==> src/rtl/hazard_scoreboard_unit.sv <==
// Decode-stage hazard unit: per-register load scoreboard for load-use stalls,
// branch resolution at decode and a flush FSM. Optional perf counters: HAZ_PERF_CNT_EN.
module hazard_scoreboard_unit #(
    parameter int NUM_REGS    = 8,
    parameter int OPC_W       = 5,
    parameter int LOAD_LAT    = 1,
    parameter int FLUSH_DEPTH = 1,
    parameter logic [OPC_W-1:0] OPC_JZ  = 5'h18,
    parameter logic [OPC_W-1:0] OPC_JN  = 5'h19,
    parameter logic [OPC_W-1:0] OPC_JC  = 5'h1A,
    parameter logic [OPC_W-1:0] OPC_JMP = 5'h1B,
    localparam int REG_W = $clog2(NUM_REGS)
) (
    input  logic             clk,
    input  logic             rst,
    input  logic             dec_valid,
    input  logic [OPC_W-1:0] dec_opcode,
    input  logic [REG_W-1:0] dec_src1,
    input  logic             dec_use1,
    input  logic [REG_W-1:0] dec_src2,
    input  logic             dec_use2,
    input  logic [REG_W-1:0] dec_dst,
    input  logic             dec_mem_rd,
    input  logic [3:0]       ccr,
`ifdef HAZ_PERF_CNT_EN
    output logic [31:0]      perf_stall_cnt,
    output logic [31:0]      perf_flush_cnt,
`endif
    output logic             stall,
    output logic             flush_if,
    output logic [1:0]       pc_src
);

    localparam int CW  = $clog2(LOAD_LAT + 1);
    localparam int FCW = 3;

    typedef enum logic [1:0] {S_IDLE, S_STALL, S_FLUSH} state_e;

    state_e               state_q, state_d;
    logic [FCW-1:0]       flush_cnt_q, flush_cnt_d;
    logic [NUM_REGS-1:0]  pend;
    logic                 in_flush, hit, stall_w, issue, br_cond, taken;
    logic                 unused_ccr_of;

    assign unused_ccr_of = ccr[2];

    assign in_flush = (state_q == S_FLUSH);
    assign hit      = dec_valid & ((dec_use1 & pend[dec_src1]) | (dec_use2 & pend[dec_src2]));
    assign stall_w  = hit & ~in_flush;
    assign issue    = dec_valid & dec_mem_rd & ~stall_w & ~in_flush;
    assign br_cond  = (dec_opcode == OPC_JMP)
                    | ((dec_opcode == OPC_JZ) & ccr[0])
                    | ((dec_opcode == OPC_JN) & ccr[3])
                    | ((dec_opcode == OPC_JC) & ccr[1]);
    assign taken    = dec_valid & ~stall_w & ~in_flush & br_cond;
    assign stall    = stall_w;

    // One down-counter per register; a fresh load overrides the decrement.
    generate
        for (genvar gi = 0; gi < NUM_REGS; gi++) begin : g_sb
            logic [CW-1:0] cnt_q, cnt_d;

            always_comb begin
                cnt_d = cnt_q;
                if (issue && (dec_dst == REG_W'(gi))) begin
                    cnt_d = CW'(LOAD_LAT);
                end else if (cnt_q != '0) begin
                    cnt_d = cnt_q - 1'b1;
                end
            end

            always_ff @(posedge clk) begin
                if (rst) begin
                    cnt_q <= '0;
                end else begin
                    cnt_q <= cnt_d;
                end
            end

            assign pend[gi] = (cnt_q != '0);
        end
    endgenerate

    always_comb begin
        state_d     = state_q;
        flush_cnt_d = flush_cnt_q;
        flush_if    = 1'b0;
        pc_src      = 2'b00;
        case (state_q)
            S_IDLE, S_STALL: begin
                if (stall_w) begin
                    pc_src  = 2'b10;
                    state_d = S_STALL;
                end else if (taken) begin
                    pc_src      = 2'b01;
                    flush_if    = 1'b1;
                    flush_cnt_d = FCW'(FLUSH_DEPTH - 1);
                    state_d     = (FLUSH_DEPTH > 1) ? S_FLUSH : S_IDLE;
                end else begin
                    state_d = S_IDLE;
                end
            end
            S_FLUSH: begin
                // flush_cnt holds the flush cycles still to come, including this one
                flush_if    = 1'b1;
                flush_cnt_d = (flush_cnt_q != '0) ? flush_cnt_q - 1'b1 : '0;
                if (flush_cnt_q <= FCW'(1)) begin
                    state_d = S_IDLE;
                end
            end
            default: state_d = S_IDLE;
        endcase
    end

    always_ff @(posedge clk) begin
        if (rst) begin
            state_q     <= S_IDLE;
            flush_cnt_q <= '0;
        end else begin
            state_q     <= state_d;
            flush_cnt_q <= flush_cnt_d;
        end
    end

`ifdef HAZ_PERF_CNT_EN
    logic [31:0] perf_stall_q, perf_flush_q;

    always_ff @(posedge clk) begin
        if (rst) begin
            perf_stall_q <= '0;
            perf_flush_q <= '0;
        end else begin
            if (stall_w && (perf_stall_q != 32'hFFFF_FFFF)) begin
                perf_stall_q <= perf_stall_q + 32'd1;
            end
            if (flush_if && (perf_flush_q != 32'hFFFF_FFFF)) begin
                perf_flush_q <= perf_flush_q + 32'd1;
            end
        end
    end

    assign perf_stall_cnt = perf_stall_q;
    assign perf_flush_cnt = perf_flush_q;
`endif

endmodule

==> config.mk <==
export PLATFORM = sky130hd
export DESIGN_NAME = hazard_scoreboard_unit
export DESIGN_NICKNAME = d
export VERILOG_FILES = /design/src/rtl/hazard_scoreboard_unit.sv
export SDC_FILE = /design/constraint.sdc
export NUM_CORES = 1
export LEC_CHECK = 0
export ABC_AREA = 0
export CORE_AREA = 2 2 40 42
export DETAILED_ROUTE_END_ITERATION = 7
export DIE_AREA = 0 0 42 44
export PLACE_DENSITY = 0.76
export REMOVE_ABC_BUFFERS = 1
export SYNTH_ARGS = -nofsm -noshare
export SYNTH_HDL_FRONTEND = slang
export SYNTH_SLANG_ARGS = --single-unit
==> constraint.sdc <==
create_clock -name clk -period 2.9 [get_ports clk]
set_input_delay 0.435 -clock clk [delete_from_list [all_inputs] [get_ports clk]]
set_output_delay 0.435 -clock clk [all_outputs]
set_load 0.1 [all_outputs]
==> impl_metrics.ini <==
[outcome]
status = finished, final reports clean

[global_routing]
overflow = 0
grt_max_degree = 10
grt_pass1_vias = 474
grtUsageTotal = 0.140
antenna_found_initial = 0
grt_pass1_wl_mm = 1.88

[power_and_ir_drop]
internal_power_mw = 0.210
ir_worst_vdd_mv = 0.165
p_sw_frac = 0.271
netSwitchingPower_mw = 0.0783
powerDensity_nw_per_um2 = 325
p_leak_nw = 0.337
p_clk_frac = 0.279
pwr-share-seq = 0.387
comb_power_share = 0.334

[timing]
whs_ns = 0.854
grt_setup_unrepaired = false
hold_violations = 0
final_max_slew_viol_count = 0
clock.fmax_ghz = 0.368
setup_violations = 0
period_minus_slack_ns = 2.72
finalCritPeriodShare = 0.938
finClkSkew_ns = 0.000102
tns_ns = 0
tightestPinTransition_ns = 0.374
slew_headroom = 0.749

[detailed_routing]
wirelength_mm = 1.14
vias = 480
wl_per_cell_um = 12.0
drt_iter0_drc = 8
ant_nets = 0
drc_errors = 0
viasPerCell = 5.05
firstDrtPassIters = 3

[synthesis]
synth_compound_area_frac = 0.194
synth_top_family_by_area = simple AND/OR/NAND/NOR gates
synthArstFlopShare = 0
ys.flop_type = dfxtp_1
muxShareOfSynthArea = 0.189
synthXorXnorAreaFrac = 0
yosys.area_share.simple = 0.248
yosysSeqAreaShare = 0.311
synth_cell_type_count = 24
synthCells = 48
synth_area_per_cell_um2 = 10.7
yosys_warnings = 0
synth_fa_ha_area_frac = 0
ys_seq_elements = 8
synth_edf_count = 0
synth_area_um2 = 515

[finish]
drive_above_1_share = 0.316
top_register = g_sb.cnt_q
nets = 105
fillers = 130
n_antenna_cell = 0
final-instance-count-excl-fill = 95
area_growth_syn_to_layout_pct = 72.1
top_regs = g_sb.cnt_q: 8 flops
largest_reg_flops = 8

[floorplan]
design.die.area_um2 = 1850
fp.dieW_um = 42
die_h_um = 44
fp-row-count = 14
io_pins = 28
core_area_um2 = 1420
start_util = 0.363

[setup_path]
cp-end-kind = output port
crit_path_max_incr_delay_ns = 0.57
critPathMaxFanout = 3
worst_ep_arrival_time_ns = 2.29
worstSetupPathType = primary input to output port
worstSetupStartpointType = primary input
cp_cell_sequence = clkdlybuf4s50_1 -> mux4_2 -> o22ai_2 -> o22ai_4 -> a2111oi_4 -> buf_4 -> buf_12
slowest_stage = clkdlybuf4s50_1
cp.required_ns = 2.47

[clocking]
clk_latency_ns = 0.25
cts_tree = yes
clock-root-buffer = clkbuf_4
postCtsSetupBuffers = 0
cts_max_path_buffers = 2
cts-htree-levels = 1
cts_num_sinks = 8
cts_buffers = 3
cts.reportedPaths.clkPinSlew_ns = 0.05
postCtsHoldBufs = 0

[placement]
portBuffers = 26
numPlacedInstances = 92
gp_congestion = 0.786
place_hpwl_um = 972

[job]
maxCapViolCount = 0

[hold_path]
min_path_type = primary input to flip-flop
==> cells in the mapped netlist, types with 2 or more instances <==
cell      number  area share
inv_1          3       0.022
nand2_1        4       0.029
dfxtp_1        8        0.31
mux2_2         4       0.087
nor3_1         3       0.029
mux4_1         2        0.10
nor2_1         3       0.022
buf_4          2       0.029
o22ai_2        2       0.049
nand2b_1       2       0.024
nor4_1         2       0.024
==> cell type report <==
cell class | count | area [µm²] | share of cell area
sequential | 8 | 160 | 0.181
inverter | 3 | 11.3 | 0.0127
tap | 16 | 20.0 | 0.0226
multi-input combinational | 34 | 334 | 0.377
timing repair buffer | 31 | 339 | 0.382
clock buffer | 3 | 22.5 | 0.0254
==> cell families (layout without fill, tap and decap cells) <==
group,after synthesis,after routing
AOI/OAI and AO/OA,7,7
buffers and inverters,6,37
DFF,8,8
muxes,6,6
and+or+nand+nor,21,21
==> worst max-delay path: cells and delay by family <==
| family | cells | cell delay (ns) |
|---|---|---|
| compound gates | 3 | 0.56 |
| buf+inv | 3 | 0.93 |
| mux | 1 | 0.35 |
==> metal layers <==
layer	part of all wire	up-vias	wire, µm	GRT usage
met5	0	-	0	0
met4	0.0035	0	4	0.0968
met3	0.053	2	60	0.0292
met2	0.55	18	622	0.266
met1	0.40	218	450	0.135
li1	-	242	-	-
==> path summary, 6_finish.rpt <==
kind / start / end / cells after the start / slack (ns)
worst min-delay path: dec_dst[0] / g_sb[7].cnt_q / 3 / 0.85
worst max-delay path: dec_src2[1] / pc_src[0] / 7 / 0.18
worst max register to register: g_sb[7].cnt_q / g_sb[0].cnt_q / 5 / 1.25
worst min register to register: g_sb[6].cnt_q / g_sb[6].cnt_q / 5 / 0.99
==> timing repair <==
item                                    CTS  global route
gates cloned                              0             0
endpoints found under the setup margin    4             2
pin swaps                                 1             0
resized for setup                         5             1
==> stage by stage <==
stage / area [µm²] / utilization / setup slack [ns] / power [mW]
2_1_floorplan: 497 / - / -0.916 / 0.154
3_3_place_gp: 855 / 0.602 / -0.0412 / 0.207
3_5_place_dp: 855 / 0.602 / -0.0821 / 0.208
4_1_cts: 885 / 0.623 / 0.0374 / 0.292
5_1_grt: 887 / 0.625 / 0.111 / 0.300
6_report: 887 / 0.625 / 0.179 / 0.288
==> power groups by stage <==
stage	registers (mW)	clock network (mW)	logic [mW]
6_report	0.112	0.0804	0.0965
5_1_grt	0.111	0.0857	0.102
4_1_cts	0.112	0.0825	0.0975
3_5_place_dp	0.114	0	0.0947
3_3_place_gp	0.114	0	0.0933
2_1_floorplan	0.114	0	0.0400
==> placed cells by master, fill, tap and decap left out, types with 2 or more instances in the layout <==
cell	netlist	final
inv_1	3	3
o22ai_4	1	2
nand2_1	4	4
buf_12	0	4
dfxtp_1	8	8
mux2_2	4	4
nor4_1	2	2
clkdlybuf4s50_1	0	20
buf_4	2	5
nor2_1	3	3
mux4_2	0	2
clkbuf_4	0	3
nor3_1	3	3
nand2b_1	2	2
(Power assumes the default switching activity.)
